File: config.mk
export PLATFORM = sky130hd
export DESIGN_NAME = video_driver
export DESIGN_NICKNAME = d
export VERILOG_FILES = /design/src/rtl/video_driver.sv
export SDC_FILE = /design/constraint.sdc
export NUM_CORES = 1
export LEC_CHECK = 0
export ABC_AREA = 1
export CAP_MARGIN = 20
export CELL_PAD_IN_SITES_DETAIL_PLACEMENT = 1
export CELL_PAD_IN_SITES_GLOBAL_PLACEMENT = 1
export CORE_UTILIZATION = 36
export DETAILED_ROUTE_END_ITERATION = 8
export PLACE_DENSITY = 0.79
export RECOVER_POWER = 100
export SLEW_MARGIN = 10
export SYNTH_ARGS = -nofsm -noshare
export SYNTH_HDL_FRONTEND = slang
export SYNTH_SLANG_ARGS = --single-unit
export TNS_END_PERCENT = 1
File: constraint.sdc
create_clock -name pixel_clk -period 2.4 [get_ports pixel_clk]
set_input_delay 0.48 -clock pixel_clk [delete_from_list [all_inputs] [get_ports pixel_clk]]
set_output_delay 0.48 -clock pixel_clk [all_outputs]
set_load 0.02 [all_outputs]
File: src/rtl/video_driver.sv
// video_driver: raster timing generator that requests pixels one clock ahead
// and emits registered hsync/vsync/de/rgb aligned with the returned pixel data.
module video_driver #(
    parameter logic [10:0] H_SYNC  = 11'd40,
    parameter logic [10:0] H_BACK  = 11'd220,
    parameter logic [10:0] H_DISP  = 11'd1280,
    parameter logic [10:0] H_FRONT = 11'd110,
    parameter logic [10:0] H_TOTAL = 11'd1650,
    parameter logic [10:0] V_SYNC  = 11'd5,
    parameter logic [10:0] V_BACK  = 11'd20,
    parameter logic [10:0] V_DISP  = 11'd720,
    parameter logic [10:0] V_FRONT = 11'd5,
    parameter logic [10:0] V_TOTAL = 11'd750,
    parameter logic        HS_POL  = 1'b1,
    parameter logic        VS_POL  = 1'b1
) (
    input  logic        pixel_clk,
    input  logic        rst,
    input  logic [23:0] pixel_data,
    output logic [10:0] pixel_xpos,
    output logic [10:0] pixel_ypos,
    output logic        data_req,
    output logic        video_hs,
    output logic        video_vs,
    output logic        video_de,
    output logic [23:0] video_rgb
);
    localparam logic [10:0] HA = H_SYNC + H_BACK;
    localparam logic [10:0] VA = V_SYNC + V_BACK;
    logic [10:0] r_cnt_h, r_cnt_v;
    logic        w_h_end, w_v_act, w_h_act, w_active;
    assign w_h_end  = r_cnt_h == H_TOTAL - 11'd1;
    assign w_v_act  = (r_cnt_v >= VA) && (r_cnt_v < VA + V_DISP);
    assign w_h_act  = (r_cnt_h >= HA) && (r_cnt_h < HA + H_DISP);
    assign w_active = w_h_act && w_v_act;
    // Request window is the active window shifted one clock earlier
    assign data_req   = (r_cnt_h >= HA - 11'd1) && (r_cnt_h < HA + H_DISP - 11'd1) && w_v_act;
    assign pixel_xpos = data_req ? r_cnt_h - (HA - 11'd1) : 11'd0;
    assign pixel_ypos = data_req ? r_cnt_v - VA : 11'd0;
    always_ff @(posedge pixel_clk or posedge rst) begin
        if (rst) begin
            r_cnt_h <= '0;
            r_cnt_v <= '0;
        end else begin
            r_cnt_h <= w_h_end ? 11'd0 : r_cnt_h + 11'd1;
            if (w_h_end)
                r_cnt_v <= (r_cnt_v == V_TOTAL - 11'd1) ? 11'd0 : r_cnt_v + 11'd1;
        end
    end
    always_ff @(posedge pixel_clk or posedge rst) begin
        if (rst) begin
            video_hs  <= ~HS_POL;
            video_vs  <= ~VS_POL;
            video_de  <= 1'b0;
            video_rgb <= '0;
        end else begin
            video_hs  <= (r_cnt_h < H_SYNC) ? HS_POL : ~HS_POL;
            video_vs  <= (r_cnt_v < V_SYNC) ? VS_POL : ~VS_POL;
            video_de  <= w_active;
            video_rgb <= w_active ? pixel_data : 24'd0;
        end
    end
endmodule

==> results of run 1 <==
-- stage by stage --
stage          instances  setup WS [ps]  util (%)  instance area (µm²)
3_3_place_gp         635           -108      54.5                 4450
4_1_cts              643           -161      55.8                 4560
3_5_place_dp         635           -272      54.5                 4450
2_1_floorplan        383            292         -                 3040
6_report             644           -224      56.2                 4600
5_1_grt              644           -323      56.2                 4600
-- path summary, 6_finish.rpt --
path,startpoint,depth (start not counted),slack [ps],to
max reg2reg,r_cnt_h[3],7,330,r_cnt_v[6]
min,r_cnt_h[0],2,610,r_cnt_h[0]
max in group asynchronous,rst,3,310,video_vs
min reg2reg,r_cnt_h[0],2,610,r_cnt_h[0]
min in group asynchronous,rst,2,620,video_rgb[14]
max,r_cnt_v[1],12,-220,pixel_ypos[9]
-- cell families (layout without fill, tap and decap cells) --
group | after synthesis | count (layout) | synth area share, %
AND/OR/NAND/NOR | 208 | 208 | 35.4
buffers and inverters | 76 | 232 | 11.8
flip-flops | 49 | 49 | 40.4
AO/OA/AOI/OAI | 24 | 24 | 4.16
XOR/XNOR | 20 | 20 | 5.77
adder cells (fa/ha/maj) | 6 | 6 | 2.47
-- report_power, final --
part | leakage (nW) | internal, mW | switching [mW]
Clock | 0.0574 | 0.340 | 0.320
Combinational | 1.66 | 0.0396 | 0.0327
Sequential | 0.662 | 0.825 | 0
Total | 2.38 | 1.20 | 0.352
-- cell type report --
class                   instances  area (µm²)  area share (%)
clock buffers                   6        82.6            1.80
well taps                     105         131            2.86
inverters                      65         248            5.39
flip-flops and latches         49        1230            26.7
multi-input cells             258        1490            32.5
clock inverters                 2        37.5           0.817
repair buffers                159        1380            29.9
-- timing repair --
item / in CTS / in global routing
hold endpoints to repair: 0 / 0
setup endpoints to repair: 23 / 23
pin swaps: 0 / 2
hold buffers: 0 / 0
gates resized for setup: 132 / 11
buffers inserted: 0 / 1
-- sequential cells by signal, indices dropped and copies added (netlist names) --
signal	count
video_rgb	24
r_cnt_h	11
r_cnt_v	11
video_de	1
video_hs	1
video_vs	1
-- cell usage in the layout, fill, tap and decap left out, types with 2 or more instances in the layout --
cell             netlist  final
buf_6                  9     12
nor2_2                14     22
nor2_4                 3      3
o21ai_0               11     11
dfrtp_1               49     47
clkbuf_1               0      2
a21oi_1                7      7
clkdlybuf4s50_1        0     51
inv_2                 11     14
nand4_1                5      5
ha_1                   6      5
nor2_1                50     42
inv_1                 52     49
clkbuf_8               0      6
dfrtp_2                0      2
xor2_1                19     19
nor3_2                21     21
nand2_2                7      7
nand2_1               64     64
nand3_2                2      3
o21ai_2                1      2
nand3_1               26     25
o21ai_1                4      3
nor3_1                13     13
buf_4                  0     90
-- metal layers --
| metal | vias up | routed length (µm) | part of all wire [%] | track usage (%) |
|---|---|---|---|---|
| met3 | 41 | 665 | 5.6 | 6.07 |
| met4 | 0 | 460 | 3.9 | 11.7 |
| li1 | 1491 | - | - | - |
| met2 | 117 | 6110 | 51 | 51.3 |
| met5 | - | 0 | 0 | 0 |
| met1 | 1568 | 4690 | 39 | 32.0 |
-- worst register-to-register path, delay by kind of cell, from the launching register on --
family          cells  cell delay (ps)
compound gates      1              140
buf+inv             2              330
flops               1              430
simple gates        4             1110
==> key figures, run 1 <==
CTS
  • TritonCTS clock tree: yes
  • CTS H-tree lvls: 2
  • Clk root buf: clkbuf_8
  • Later-pin clock latency in the skew report: 320 ps
  • TritonCTS Buffers: 5
  • Clock sinks: 49
  • CTS max path bufs: 2
  • Clk pin slew, worst setup/hold paths: 120 ps

Placed design
  • Buffers on Ports: 75
  • Routability cong.: 0.840
  • Final HPWL DP: 8240 µm

STA
  • TNS Setup: -3710 ps
  • Slew headroom: between 20% and 30%
  • Fmax: ~0.38 GHz
  • Final Hold Viols: 0
  • Fin crit share: 109%
  • Skew final: 23.9 ps
  • Setup violations, final: 23
  • Worst hold slack: 615 ps
  • Tightest Pin Transition: 1080 ps
  • Slew Viols, Final: 0
  • RSZ-0062 raised after global routing: yes
  • Minimum clock period: 2620 ps
  • Final worst slack: -224 ps

Setup path
  • Critical path capture point type: output pin
  • WS Path Type: register to output pin
  • Startpoint types: register
  • Worst-path maximum fanout: 10
  • Worst path slowest cell: dfrtp_1
  • Critical Path RT: 1920 ps
  • Crit path buf inv count: 4
  • Critical path cell sequence: inv_2 -> ha_4 -> inv_1 -> nor2_2 -> nand2_1 -> nor2_2 -> nor2_1 -> nor2_1 -> nand2_2 -> buf_6 -> nor2_1 -> buf_4
  • Max stage delay on crit path: between 400 and 500 ps
  • Top cell by count, worst path: nor2_1
  • Critical path's top delay family: simple AND/OR/NAND/NOR gates
  • WP data arrival: roughly 2100 ps

Synthesis
  • Net Count, Synth: 415
  • Syn_area_per_cell: 7.93 µm²
  • Synth top area cells: dfrtp_1 (40%), nand2_1 (7.9%), nor3_2 (6.9%), inv_1 (6.4%), nor2_1 (6.2%)
  • Post-Syn Area: 0.00304 mm²
  • Synth unique cells: 28
  • Mapped Cells: 383
  • Register area share after synthesis: 40.4%
  • Post-synth top flop: dfrtp_1
  • Yosys top cell by area: dfrtp_1
  • Post-synth EDFFs: 0
  • Seq cells post-synth: 49
  • Ys Warns: 0
  • Synth top area share: 40.4%
  • Commonest cells in the netlist: nand2_1 (64), inv_1 (52), nor2_1 (50), dfrtp_1 (49), nand3_1 (26)
  • Count leader, synth: nand2_1
  • Async S/R FF share, synth: between 90% and 100%

Layout
  • Layout cells sized above 1: 35.4%
  • Filler cells: 993
  • NumNets Final: 570
  • # diodes: 0
  • Layout area overhead: 51.4%

Detailed routing
  • 1st-pass router iterations: 4
  • Via-to-Cell Ratio: 5.00
  • DRT antenna net count: 0
  • Drt wl/cell: 18.5 µm
  • Total number of vias: 3217
  • Detailed Route Iter0 Violations: 117
  • DRC violations left: 0
  • Routed WL: ~12000 µm

Global routing
  • GR Overflow Total: 0
  • Vias in the first global route: 3555
  • First-pass GRT wire length: 18600 µm
  • Initial antenna violation count: 0
  • Largest net degree at the start of global routing: 26
  • GRT Util Overall: between 20% and 30%

Die
  • Die Height: 93.8 µm
  • Top-Level Pins: 76
  • Core ar.: 0.00818 mm²
  • Chip width: 93.8 µm
  • Die area: 0.00880 mm²
  • Starting density of the core: a little under two fifths
  • Rows: 33

Outcome
  • Failing checks: negative setup slack
  • Outcome: finished with violations

Flow run
  • Number of max-cap violations: 0

Pwr
  • Worst vdd ir: 0.356 mV
  • Power, Total: between 1.5 and 2 mW
  • P_leak: 2.38 nW
  • Pwr dens: 339 mW/mm²

Hold path
  • Worst hold path class: register to register
(Power assumes the default switching activity.)
==> inputs of run 2 (changes only) <==
ABC_CLOCK_PERIOD_IN_PS = 2400   (was unset)
PLACE_DENSITY = 0.89   (was 0.79)
TNS_END_PERCENT = 30   (was 1)
==> key figures, run 2 (synthesis results as in run 1) <==
Outcome
  • Outcome: finished with violations (unchanged)
  • Failing checks: negative setup slack (unchanged)

STA
  • Slew headroom: 11.9% (was 28.1%)
  • Minimum clock period: 2740 ps (was 2620 ps)
  • Tightest Pin Transition: 1320 ps (was 1080 ps)
  • TNS Setup: -5160 ps (was -3710 ps)
  • Final worst slack: -341 ps (was -224 ps)
  • Slew Viols, Final: 0 (unchanged)
  • Setup violations, final: 31 (was 23)
  • RSZ-0062 raised after global routing: yes (unchanged)
  • Fin crit share: 114% (was 109%)
  • Skew final: 8.42 ps (was 23.9 ps)
  • Fmax: 0.365 GHz (was 0.381 GHz)
  • Final Hold Viols: 0 (unchanged)

CTS
  • CTS max path bufs: 2 (unchanged)
  • Hold_buf cts: 0 (unchanged)
  • Clock sinks: 49 (unchanged)
  • TritonCTS clock tree: yes (unchanged)
  • CTS H-tree lvls: 2 (unchanged)
  • TritonCTS Buffers: 5 (unchanged)
  • Clk root buf: clkbuf_8 (unchanged)
  • Clk pin slew, worst setup/hold paths: 110 ps (was 120 ps)
  • Later-pin clock latency in the skew report: 330 ps (was 320 ps)

Die
  • Rows: 33 (unchanged)
  • Die area: 0.00880 mm² (unchanged)
  • Chip width: 93.8 µm (unchanged)
  • Top-Level Pins: 76 (unchanged)
  • Core ar.: 0.00818 mm² (unchanged)
  • Starting density of the core: 37.1% (unchanged)
  • Die Height: 93.8 µm (unchanged)

Global routing
  • Largest net degree at the start of global routing: 50 (was 26)
  • GR Overflow Total: 0 (unchanged)
  • Initial antenna violation count: 0 (unchanged)
  • Vias in the first global route: 4035 (was 3555)
  • GRT Util Overall: 37.3% (was 28.3%)
  • First-pass GRT wire length: 23700 µm (was 18600 µm)

Setup path
  • Reg2Reg Depth: 8 (was 7)
  • CP Launch Point: r_cnt_h[3] (was r_cnt_v[1])
  • RR Endpoint: r_cnt_v[10] (was r_cnt_v[6])
  • WP data arrival: 2940 ps (was 2140 ps)
  • Reg2reg setup slack: -340 ps (was 330 ps)
  • Startpoint types: register (unchanged)
  • CP Capture Point: r_cnt_v[10] (was pixel_ypos[9])
  • Critical path capture point type: register (was output pin)
  • Critical Path RT: 2600 ps (was 1920 ps)
  • WS Path Type: register to register (was register to output pin)
  • Worst-path maximum fanout: 6 (was 10)
  • Worst r2r src: r_cnt_h[3] (unchanged)

Detailed routing
  • DRC violations left: 0 (unchanged)
  • Drt wl/cell: 26.8 µm (was 18.5 µm)
  • 1st-pass router iterations: 5 (was 4)
  • DRT antenna net count: 0 (unchanged)
  • Total number of vias: 3720 (was 3217)
  • Via-to-Cell Ratio: 5.78 (was 5.00)
  • Routed WL: 17200 µm (was 11900 µm)
  • Detailed Route Iter0 Violations: 297 (was 117)

Placed design
  • Buffers on Ports: 75 (unchanged)
  • Final HPWL DP: 8500 µm (was 8240 µm)
  • Routability cong.: 0.869 (was 0.840)

Layout
  • Top reg by flops: video_rgb (unchanged)
  • # diodes: 0 (unchanged)
  • Final Core Density: 59.3% (was 56.2%)
  • Biggest regs: video_rgb: 24 flops, r_cnt_h: 11 flops, r_cnt_v: 11 flops (unchanged)
  • Layout area overhead: 59.8% (was 51.4%)
  • Commonest non-fill, non-tap cell in the layout: buf_4 (unchanged)
  • Max reg flops: 24 (unchanged)
  • Most frequent cells in the layout: buf_4 (82), nand2_1 (57), inv_1 (45), dfrtp_1 (41), nor2_1 (30) (was buf_4 (90), nand2_1 (64), clkdlybuf4s50_1 (51), inv_1 (49), dfrtp_1 (47))
  • NumNets Final: 570 (unchanged)
  • Layout cells sized above 1: 42.5% (was 35.4%)

Pwr
  • Clk pwr share: 39.6% (was 42.4%)
  • Power share of the combinational group: 5.2% (was 4.6%)
  • NetSw: 389 µW (was 352 µW)
  • Sequential Power Share: 55.2% (was 53.0%)
  • P_leak: 2.51 nW (was 2.38 nW)
  • Switch share: 26.1% (was 22.6%)
  • Pwr dens: 308 mW/mm² (was 339 mW/mm²)
  • Int Pwr: 1.10 mW (was 1.20 mW)
  • Worst vdd ir: 0.219 mV (was 0.356 mV)

Flow run
  • Number of max-cap violations: 0 (unchanged)

Hold path
  • Worst hold path class: register to register (unchanged)
-- run 2: cell count changes in the layout (fill, tap and decap cells not counted), sizes merged --
cell,before,now
dlymetal6s4s,1,0
bufinv,1,0
clkbuf,8,9
clkinv,1,3
clkinvlp,1,0
clkdlybuf4s50,51,24
dlygate4sd3,1,28
-- run 2: how the worst min path moves through the flow --
stage                      startpoint          end  slack [ps]  cells after the start
after floorplan            r_cnt_h[5]     video_hs         500                      1
after global placement     r_cnt_h[5]     video_hs         500                      1
after detailed placement   r_cnt_h[5]     video_hs         530                      1
after CTS                         rst     video_vs         560                      3
after global routing      r_cnt_h[10]  r_cnt_h[10]         650                      2
final                     r_cnt_h[10]  r_cnt_h[10]         620                      2
-- run 2: layout make-up --
cell class	instances	area, µm²
Tap cell	105	131
Timing Repair Buffer	159	1410
Sequential cell	49	1240
Multi-Input combinational cell	258	1730
Clock inverter	2	17.5
Fill cell	944	3320
Inverter	65	250
Clock buffer	6	82.6
-- run 2: metrics by stage --
stage          power, mW  instance area [µm²]  cells  hold WS, ps  setup WS (ps)
2_1_floorplan      0.864                 3040    383          496            292
3_3_place_gp       0.913                 4380    627          501          -87.3
3_5_place_dp       0.917                 4380    627          532           -337
4_1_cts             1.47                 4630    637          558           -240
5_1_grt             1.52                 4850    644          646           -366
6_report            1.49                 4850    644          622           -341
-- run 2: critical path, cell delays in order, from the launching register on --
cell and delay [ps]:
dfrtp_1 470, clkbuf_1 160, buf_4 160, nor2_1 310, nand3_2 110, nor2_1 430
nand2_1 280, nor2_1 300, xor2_1 380
-- run 2: metal layers --
metal / up-vias / share of wire [%] / track usage (%)
li1: 1493 / - / -
met5: - / 0 / 0
met2: 306 / 49 / 65.9
met4: 0 / 8.6 / 24.6
met1: 1786 / 34 / 39.0
met3: 135 / 8.8 / 9.22
-- run 2: power groups by stage --
stage / Sequential (mW) / Clock [mW] / Combinational, mW
2_1_floorplan: 0.841 / 0 / 0.0225
3_3_place_gp: 0.841 / 0 / 0.0717
3_5_place_dp: 0.841 / 0 / 0.0758
4_1_cts: 0.825 / 0.570 / 0.0761
5_1_grt: 0.825 / 0.615 / 0.0835
6_report: 0.825 / 0.592 / 0.0772
-- run 2: what timing repair did --
| item | CTS | global route |
|---|---|---|
| pin swaps | 7 | 11 |
| gates resized for setup | 169 | 58 |
| setup endpoints to repair | 23 | 23 |
| cloned | 1 | 0 |
| buffers inserted | 1 | 7 |
